==> src/rtl/ne_window_ctrl_if.sv <==
// Sample-in and window-result streams of ne_window_ctrl, each with valid/ready.
// The slave modport is the controller's side; master is the producer/consumer side.
interface ne_window_ctrl_if #(
  parameter int DATA_WIDTH = 32,
  parameter int ACC_WIDTH  = DATA_WIDTH + 9
);
  logic                         s_valid;
  logic                         s_ready;
  logic signed [DATA_WIDTH-1:0] s_data;
  logic signed [ACC_WIDTH-1:0]  win_sum;
  logic                         win_flag;
  logic                         win_valid;
  logic                         win_ready;

  modport slave (
    input  s_valid, s_data, win_ready,
    output s_ready, win_sum, win_flag, win_valid
  );

  modport master (
    output s_valid, s_data, win_ready,
    input  s_ready, win_sum, win_flag, win_valid
  );
endinterface

==> src/rtl/ne_window_ctrl.sv <==
// Primes the NE unit, then sums WIN_LEN NE outputs per window with saturation and a threshold flag.
// Result is registered one cycle after the last sample; a full result buffer drops new results (sticky overrun).
module ne_window_ctrl #(
  parameter int DATA_WIDTH = 32,
  parameter int WIN_LEN    = 256,
  parameter int PRIME_CNT  = 2,
  parameter int ACC_WIDTH  = DATA_WIDTH + 9
) (
  input  logic                         clk,
  input  logic                         rst,
  input  logic                         start,
  input  logic                         stop,
  input  logic signed [ACC_WIDTH-1:0]  thr,
  ne_window_ctrl_if.slave              bus,
  output logic                         ne_en,
  output logic signed [DATA_WIDTH-1:0] ne_din,
  input  logic signed [DATA_WIDTH:0]   ne_dout,
  input  logic                         ne_valid,
  output logic                         busy,
  output logic                         overflow,
  output logic                         overrun
);

  localparam int CNT_W  = $clog2(WIN_LEN);
  localparam int PCNT_W = (PRIME_CNT < 2) ? 1 : $clog2(PRIME_CNT);
  localparam int PL     = (PRIME_CNT > 0) ? PRIME_CNT - 1 : 0;
  localparam logic [CNT_W-1:0]  WIN_LAST   = CNT_W'(WIN_LEN - 1);
  localparam logic [PCNT_W-1:0] PRIME_LAST = PCNT_W'(PL);
  localparam logic signed [ACC_WIDTH-1:0] ACC_MAX = {1'b0, {(ACC_WIDTH-1){1'b1}}};
  localparam logic signed [ACC_WIDTH-1:0] ACC_MIN = {1'b1, {(ACC_WIDTH-1){1'b0}}};

  typedef enum logic [1:0] {IDLE, PRIME, RUN} state_t;

  state_t                      state_q, state_d;
  logic signed [ACC_WIDTH-1:0] acc_q, acc_d;
  logic signed [ACC_WIDTH-1:0] thr_q, thr_d;
  logic signed [ACC_WIDTH-1:0] sum_q, sum_d;
  logic [CNT_W-1:0]            cnt_q, cnt_d;
  logic [PCNT_W-1:0]           pcnt_q, pcnt_d;
  logic                        flag_q, flag_d;
  logic                        valid_q, valid_d;
  logic                        ovf_q, ovf_d;
  logic                        ovr_q, ovr_d;

  logic signed [ACC_WIDTH:0]   add_full;
  logic signed [ACC_WIDTH-1:0] acc_next;
  logic                        sat;
  logic                        active;

  // One guard bit catches signed overflow: top two bits of the sum disagree.
  always_comb begin
    add_full = {acc_q[ACC_WIDTH-1], acc_q}
             + {{(ACC_WIDTH-DATA_WIDTH){ne_dout[DATA_WIDTH]}}, ne_dout};
    sat      = add_full[ACC_WIDTH] != add_full[ACC_WIDTH-1];
    acc_next = add_full[ACC_WIDTH-1:0];
    if (sat) acc_next = add_full[ACC_WIDTH] ? ACC_MIN : ACC_MAX;
  end

  always_comb begin
    state_d = state_q;
    acc_d   = acc_q;
    thr_d   = thr_q;
    sum_d   = sum_q;
    cnt_d   = cnt_q;
    pcnt_d  = pcnt_q;
    flag_d  = flag_q;
    valid_d = valid_q;
    ovf_d   = ovf_q;
    ovr_d   = ovr_q;

    if (valid_q && bus.win_ready) valid_d = 1'b0;

    if (stop) begin
      state_d = IDLE;
      acc_d   = '0;
      cnt_d   = '0;
      pcnt_d  = '0;
    end else begin
      case (state_q)
        IDLE: begin
          if (start) begin
            thr_d   = thr;
            acc_d   = '0;
            cnt_d   = '0;
            pcnt_d  = '0;
            state_d = (PRIME_CNT == 0) ? RUN : PRIME;
          end
        end
        PRIME: begin
          if (ne_valid) begin
            if (pcnt_q == PRIME_LAST) state_d = RUN;
            else                      pcnt_d  = pcnt_q + 1'b1;
          end
        end
        RUN: begin
          if (ne_valid) begin
            if (sat) ovf_d = 1'b1;
            if (cnt_q == WIN_LAST) begin
              acc_d = '0;
              cnt_d = '0;
              // A result still waiting for its consumer wins over the new one.
              if (valid_q && !bus.win_ready) begin
                ovr_d = 1'b1;
              end else begin
                sum_d   = acc_next;
                flag_d  = acc_next >= thr_q;
                valid_d = 1'b1;
              end
            end else begin
              acc_d = acc_next;
              cnt_d = cnt_q + 1'b1;
            end
          end
        end
        default: state_d = IDLE;
      endcase
    end
  end

  always_ff @(posedge clk or negedge rst) begin
    if (!rst) begin
      state_q <= IDLE;
      acc_q   <= '0;
      thr_q   <= '0;
      sum_q   <= '0;
      cnt_q   <= '0;
      pcnt_q  <= '0;
      flag_q  <= 1'b0;
      valid_q <= 1'b0;
      ovf_q   <= 1'b0;
      ovr_q   <= 1'b0;
    end else begin
      state_q <= state_d;
      acc_q   <= acc_d;
      thr_q   <= thr_d;
      sum_q   <= sum_d;
      cnt_q   <= cnt_d;
      pcnt_q  <= pcnt_d;
      flag_q  <= flag_d;
      valid_q <= valid_d;
      ovf_q   <= ovf_d;
      ovr_q   <= ovr_d;
    end
  end

  assign active        = state_q != IDLE;
  assign busy          = active;
  assign bus.s_ready   = active;
  assign ne_en         = bus.s_valid & active;
  // Gated by reset so the NE input is quiet while reset is held.
  assign ne_din        = rst ? bus.s_data : '0;
  assign bus.win_sum   = sum_q;
  assign bus.win_flag  = flag_q;
  assign bus.win_valid = valid_q;
  assign overflow      = ovf_q;
  assign overrun       = ovr_q;

endmodule

==> src/flat_wrapper.sv <==
// flat-port wrapper written by rule: the top's interface ports become plain ports
module ne_window_ctrl_flat 
#(
  parameter int DATA_WIDTH = 32,
  parameter int WIN_LEN    = 256,
  parameter int PRIME_CNT  = 2,
  parameter int ACC_WIDTH  = DATA_WIDTH + 9
)
  (clk, rst, start, stop, thr, ne_en, ne_din, ne_dout, ne_valid, busy, overflow, overrun, bus_s_valid, bus_s_data, bus_win_ready, bus_s_ready, bus_win_sum, bus_win_flag, bus_win_valid);
  ne_window_ctrl_if #(.DATA_WIDTH(DATA_WIDTH), .ACC_WIDTH(ACC_WIDTH)) bus_i ();
  input  logic clk;
  input  logic rst;
  input  logic start;
  input  logic stop;
  input  logic signed [ACC_WIDTH-1:0] thr;
  output logic ne_en;
  output logic signed [DATA_WIDTH-1:0] ne_din;
  input  logic signed [DATA_WIDTH:0] ne_dout;
  input  logic ne_valid;
  output logic busy;
  output logic overflow;
  output logic overrun;
  input wire logic [$bits(bus_i.s_valid)-1:0] bus_s_valid;
  input wire logic [$bits(bus_i.s_data)-1:0] bus_s_data;
  input wire logic [$bits(bus_i.win_ready)-1:0] bus_win_ready;
  output wire logic [$bits(bus_i.s_ready)-1:0] bus_s_ready;
  output wire logic [$bits(bus_i.win_sum)-1:0] bus_win_sum;
  output wire logic [$bits(bus_i.win_flag)-1:0] bus_win_flag;
  output wire logic [$bits(bus_i.win_valid)-1:0] bus_win_valid;
  assign bus_i.s_valid = bus_s_valid;
  assign bus_i.s_data = bus_s_data;
  assign bus_i.win_ready = bus_win_ready;
  assign bus_s_ready = bus_i.s_ready;
  assign bus_win_sum = bus_i.win_sum;
  assign bus_win_flag = bus_i.win_flag;
  assign bus_win_valid = bus_i.win_valid;
  ne_window_ctrl #(.DATA_WIDTH(DATA_WIDTH), .WIN_LEN(WIN_LEN), .PRIME_CNT(PRIME_CNT), .ACC_WIDTH(ACC_WIDTH)) u_core (.clk(clk), .rst(rst), .start(start), .stop(stop), .thr(thr), .bus(bus_i), .ne_en(ne_en), .ne_din(ne_din), .ne_dout(ne_dout), .ne_valid(ne_valid), .busy(busy), .overflow(overflow), .overrun(overrun));
endmodule
==> config.mk <==
export PLATFORM = sky130hd
export DESIGN_NAME = ne_window_ctrl_flat
export DESIGN_NICKNAME = d
export VERILOG_FILES = /design/src/rtl/ne_window_ctrl_if.sv /design/src/rtl/ne_window_ctrl.sv /design/src/flat_wrapper.sv
export SDC_FILE = /design/constraint.sdc
export NUM_CORES = 1
export LEC_CHECK = 0
export ABC_AREA = 0
export CORE_AREA = 2 2 112 168
export CTS_CLUSTER_SIZE = 16
export DETAILED_ROUTE_END_ITERATION = 16
export DIE_AREA = 0 0 114 170
export PLACE_DENSITY = 0.81
export SETUP_SLACK_MARGIN = 0.1
export SLEW_MARGIN = 20
export SYNTH_ARGS = -nofsm -noshare
export SYNTH_HDL_FRONTEND = slang
export SYNTH_SLANG_ARGS = --single-unit
==> constraint.sdc <==
create_clock -name clk -period 6.1 [get_ports clk]
set_input_delay 1.22 -clock clk [delete_from_list [all_inputs] [get_ports clk]]
set_output_delay 1.22 -clock clk [all_outputs]
set_load 0.02 [all_outputs]
# After elaboration in Yosys (flattened, before gate mapping)
# Index checks and enable logic that the tools add are counted.
# Widths: inputs -> output; s select.
# totals
elab_cells	69
out_inout_bits	80
inputBits	113
register_bits	138
# op_classes
n_eq_ne	9
bitwise	3
order_cmp	1
mux	29
n_reduce_logical	14
addsub	3
# ops
op	count
$mux 41	6
$pmux 41 s2	1
$add 41x33->42	1
$ge 41x41->1	1
$mux 32	1
$mux 8	4
$pmux 8 s2	1
$mux 1	10
$reduce_and 5->1	2
$ne 3x3->1 const B	3
$reduce_and 3->1	3
$add 8x1->8 const B	1
$eq 8x8->1 const B	1
$mux 2	4
$reduce_and 4->1	2
$pmux 2 s3	1
$reduce_bool 3->1	2
$ne 3x2->1 const B	1
$eq 2x1->1 const B	1
$eq 2x2->1 const B	1
$logic_and 1x1->1	2
$logic_not 2->1	1
$ne 2x2->1 const B	1
$not 1->1	2
other kinds (6)	6

# Longest topological paths before layout
# Gate-level depths: netlist (run 1).
# logic_depth
depth_word	7
mapped_depth	30
mapped_depth_nobuf	28

# Least setup slack after synthesis (run 1)
# Ideal clock, no wire load.
# synth_path
kind	input -> register
from	input ne_dout[0]
to	register u_core.flag_q (netlist: u_core.bus.win_flag)
slack_ns	0.061
setup_time_ns	0.124
t_required_ns	5.976
n_path_buf	3
stages	26
t_arrival_ns	5.915
path_cell_list	ha_1 -> inv_1 -> fa_1 -> inv_1 -> a21o_1 -> a221o_1 -> a21bo_2 -> a21boi_1 -> o2111ai_1 -> a31o_2 -> a21o_1 -> xnor2_1 -> ha_1 -> clkbuf_1 -> clkbuf_1 -> clkbuf_1 -> nor2_1 -> nor2_1 -> ha_1 -> a21o_1 -> a21o_1 -> a211oi_1 -> o221a_2 -> a21oi_1 -> o21ai_0 -> a21oi_1
# synth_between
elab_chain_len	4
elab_cells_between_ends	5
cone_classes	add/sub (1); order compare (1); eq/ne (1); mux (2)
# synth_lines
element	line	rtl
from (decl)	flat_wrapper.sv:18	input logic signed [DATA_WIDTH:0] ne_dout;
$add 41x33->42 *	ne_window_ctrl.sv:53	+ {{(ACC_WIDTH-DATA_WIDTH){ne_dout[DATA_WIDTH]}}, ne_dout};
$mux 41 / $ne 1x1->1 (equally long branches)	ne_window_ctrl.sv:56, ne_window_ctrl.sv:54	
$mux 41 *	ne_window_ctrl.sv:56	if (sat) acc_next = add_full[ACC_WIDTH] ? ACC_MIN : ACC_MAX;
via u_core.acc_next[18]	ne_window_ctrl.sv:46	logic signed [ACC_WIDTH-1:0] acc_next;
$ge 41x41->1 *	ne_window_ctrl.sv:106	flag_d = acc_next >= thr_q;
to (signal assigned)	ne_window_ctrl.sv:139	flag_q <= flag_d;
to (decl)	ne_window_ctrl.sv:40	logic flag_q, flag_d;
# Mark *: on every way through the listed nets, which the timed path passes. The rest lies on a longest branch.
# A chain may end at the register's enable or synchronous reset.

# Worst setup path after layout (run 1)
# layout_path
from	input ne_dout[6]
to	register u_core.flag_q (netlist: u_core.bus.win_flag)
# Same word-level chain as after synthesis.

==> results of run 1 <==
## cells by family (layout without fill, tap and decap cells)
logic type | after synthesis | after routing
buffers and inverters | 105 | 438
and+or+nand+nor | 322 | 322
AOI/OAI and AO/OA | 313 | 313
xor gates and xnor gates | 32 | 32
adders and majority gates | 86 | 86
muxes | 35 | 35
DFF | 138 | 138
## layer usage
layer / GRT usage / vias to the layer above / routed length, microns
li1: - / 4328 / -
met2: 0.6007 / 434 / 16930
met1: 0.3214 / 4463 / 10960
met5: 0 / - / 0
met3: 0.04986 / 155 / 1654
met4: 0.2768 / 0 / 3021
## through the flow
stage               setup TNS [ns]  total power [mW]  instances  hold WS, ns    util
finish                           0             2.762       1581       0.4796  0.7518
global route              -0.02815             2.872       1581       0.5089  0.7518
CTS                              0             2.711       1577       0.4841  0.7344
detailed placement         -0.5511             1.715       1542       0.4730  0.6980
global placement           -0.4183             1.690       1542       0.4609  0.6980
floorplan                        0             1.367       1031       0.4432       -
## final timing paths
| path | startpoint | end | slack, ns | cells after the start |
|---|---|---|---|---|
| hold / removal | u_core.overrun | u_core.overrun | 0.48 | 1 |
| hold reg to reg | u_core.overrun | u_core.overrun | 0.48 | 1 |
| min in group asynchronous | rst | u_core.bus.win_sum[29] | 0.73 | 1 |
| max in group asynchronous | rst | u_core.thr_q[30] | 3.66 | 3 |
| setup reg to reg | u_core.acc_q[0] | u_core.bus.win_flag | 0.75 | 29 |
| setup / recovery | ne_dout[6] | u_core.bus.win_flag | 0.20 | 28 |
## cells in the mapped netlist (all sizes together) (3+ instances only)
cell type  instances
nor4               4
a21boi             5
mux2              33
or2                8
a21o              39
a22o              26
buf               14
nand4             17
nor2b              6
inv               57
and4               3
o21ai            118
a31oi              9
ha                85
xor2              12
dfrtp            138
and2              41
clkbuf            34
nor3               7
a211o              3
nor2              60
a41oi              3
a21oi             52
and3              10
a211oi             9
nand2            122
o21a               6
or3                8
a31o               3
o31ai             14
xnor2             20
nand2b             8
nand3             21
o22ai              4
## cells in the final DEF (no fill, tap or decap), drive strengths merged, types with 3 or more instances in the layout
master / netlist / final
or3: 8 / 8
xor2: 12 / 12
xnor2: 20 / 20
and4: 3 / 3
ha: 85 / 85
a21o: 39 / 39
buf: 14 / 159
and3: 10 / 10
inv: 57 / 64
a31oi: 9 / 9
nand3: 21 / 21
nor2b: 6 / 6
a22o: 26 / 26
nand2: 122 / 122
clkbuf: 34 / 20
a21oi: 52 / 52
a21boi: 5 / 5
o21ai: 118 / 118
dfrtp: 138 / 138
nand4: 17 / 17
o31ai: 14 / 14
o22ai: 4 / 4
a31o: 3 / 3
a41oi: 3 / 3
or2: 8 / 8
nor2: 60 / 60
clkdlybuf4s50: 0 / 183
o21a: 6 / 6
a211o: 3 / 3
nand2b: 8 / 8
mux2: 33 / 33
a211oi: 9 / 9
clkinvlp: 0 / 3
nor4: 4 / 4
nor3: 7 / 7
dlymetal6s2s: 0 / 5
and2: 41 / 41
## sequential cells by signal, indices dropped and copies added, names as in the netlist
register and count:
u_core.bus.win_flag 1, u_core.thr_q 41, u_core.state_q 2, u_core.bus.win_sum 41
u_core.bus.win_valid 1, u_core.overflow 1, u_core.overrun 1, u_core.pcnt_q 1
u_core.cnt_q 8, u_core.acc_q 41
## area by class of cell
type	instances	area (sq um)
fill	1263	4434
timing repair buffer	350	3144
sequential	138	3453
multi-input combinational	788	5793
inverter	57	214.0
tap	217	271.5
clock inverter	12	103.9
clock buffer	19	452.9
## power breakdown
| group | leakage, nW | switching (mW) | internal (mW) |
|---|---|---|---|
| combinational | 4.39 | 0.428 | 0.355 |
| clock | 0.266 | 0.445 | 0.550 |
| sequential | 1.86 | 0.0163 | 0.968 |
## timing repair
action | 4_1_cts | 5_1_grt
hold endpoints to repair | 0 | 0
setup endpoints to repair | 1 | 1
gates resized for setup | 16 | 62
setup buffers | 4 | 4
pin swaps | 11 | 32
==> impl_metrics.sql, run 1 <==
INSERT INTO impl_metrics (metric_group, metric, value, unit) VALUES
('sta', 'worst_clock_skew', '0.01074', 'ns'),
('detailed_routing', 'drt_iter0_markers', '605', ''),
('logic_synthesis', 'synthDominantAreaCellType', 'dfrtp_1', ''),
('logic_synthesis', 'ys_seq_area_frac', '0.3694', ''),
('sta', 'slew_violations', '0', ''),
('logic_synthesis', 'synth-adder-area-share', '0.1159', ''),
('worst_setup_path', 'worst-setup-path-type', 'in -> reg', ''),
('die', 'floorplan.initialDensity', '0.5232', ''),
('die', 'core_region_area', '17870', 'sq um'),
('place', 'number_of_i_o_port_buffers', '192', ''),
('logic_synthesis', 'dominant_combinational_cell_family_by_area_after_synthesis', 'compound AO/OA/AOI/OAI gates', ''),
('logic_synthesis', 'synth_warnings', '0', ''),
('logic_synthesis', 'post-synth-top-area-fraction', '0.3694', ''),
('clock_tree', 'cts.sink_count', '138', ''),
('detailed_routing', 'antenna_left', '0', ''),
('die', 'num_rows', '60', ''),
('worst_setup_path', 'timing.critical_path.slowest_stage_cell', 'clkdlybuf4s50_1', ''),
('logic_synthesis', 'ys_async_sr_fraction', '1.000', ''),
('sta', 'finalHoldViolCount', '0', ''),
('global_route', 'grt_max_degree', '82', ''),
('die', 'dieHeight', '170', 'microns'),
('place', 'place.detailed.hpwl', '24.67', 'mm'),
('global_route', 'grt.total_usage', '0.3298', ''),
('sta', 'worstMarginPinSlew', '1.079', 'ns'),
('pwr', 'power.density', '205.6', 'nW/um^2'),
('logic_synthesis', 'synth_seq_cells', '138', ''),
('detailed_routing', 'avgViaCountPerCell', '5.933', ''),
('clock_tree', 'clock-root-buffer', 'clkbuf_16', ''),
('pwr', 'power.leakage', '6.516', 'nW'),
('detailed_routing', 'dr.pass1.iters', '6', ''),
('die', 'boundaryPins', '193', ''),
('worst_setup_path', 'cp_max_fo', '5', ''),
('sta', 'maxClockFrequency', '0.1694', 'GHz'),
('clock_tree', 'cts_tree', 'done', ''),
('worst_setup_path', 'worstPathBufferInverterCount', '3', ''),
('global_route', 'wire_length_of_the_first_global_routing_pass', '48.73', 'mm'),
('place', 'placed_area', '12470', 'sq um'),
('hold_path', 'timing.hold.worst.class', 'reg -> reg', ''),
('clock_tree', 'cts.clk_slew.worst_paths', '0.06', 'ns'),
('global_route', 'remaining_global_route_overflow', '0', ''),
('worst_setup_path', 'arrival', '6.22', 'ns'),
('pwr', 'vdd.ir_drop.worst', '0.2104', 'mV'),
('die', 'fp.dieArea', '19380', 'sq um'),
('place', 'pre_cts_slack', '-0.5511', 'ns'),
('detailed_routing', 'detail_route.wirelength', '32.57', 'mm'),
('detailed_routing', 'num_vias', '9380', ''),
('logic_synthesis', 'synth.cell_area', '9348', 'sq um'),
('sta', 'final-setup-viol-count', '0', ''),
('flow_run', 'max_cap_viol_count', '0', ''),
('global_route', 'first_global_vias', '9641', ''),
('logic_synthesis', 'postSynth.topFlopCell', 'dfrtp_1', ''),
('logic_synthesis', 'proportion_of_synthesized_area_in_mux_cells', '0.04190', ''),
('layout', 'share_of_cells_above_drive_strength_1', '0.2339', ''),
('sta', 'setup_ws', '0.1965', 'ns'),
('clock_tree', 'cts-htree-levels', '4', ''),
('layout', 'antenna_cells', '0', ''),
('layout', 'area_growth_syn_to_layout', '43.70', '%'),
('worst_setup_path', 'start_kind', 'input pin', ''),
('logic_synthesis', 'syn-instance-count', '1031', ''),
('detailed_routing', 'drt_drc_violations_left', '0', ''),
('worst_setup_path', 'delay_heaviest_family_cp', 'compound AO/OA/AOI/OAI gates', ''),
('sta', 'worst_slew_margin_rel', '0.2786', ''),
('logic_synthesis', 'netlist_top_cells_area', 'dfrtp_1 37%, ha_1 11%, nand2_1 4.9%', ''),
('clock_tree', 'hold_buffers', '0', ''),
('clock_tree', 'clk_latency', '0.44', 'ns'),
('outcome', 'status', 'finished clean', ''),
('logic_synthesis', 'postSynthNetCount', '1230', ''),
('detailed_routing', 'post_detailed_route_wirelength_per_cell', '20.60', 'microns'),
('layout', 'nets', '1551', ''),
('logic_synthesis', 'average_instance_area_after_synthesis', '9.067', 'sq um'),
('worst_setup_path', 'cp_slowest_stage_delay', '0.43', 'ns');
Power figures use the tool's default switching activity.
==> run 2, diff against run 1 <==
Settings changed: SLEW_MARGIN 20 to unset.
==> results of run 2 <==
Final layout, timing and power as in run 1 (identical DEF).
==> run 3, diff against run 2 <==
Settings changed: SLEW_MARGIN set to 20.
==> results of run 3 <==
Final layout, timing and power as in run 1 (identical DEF).
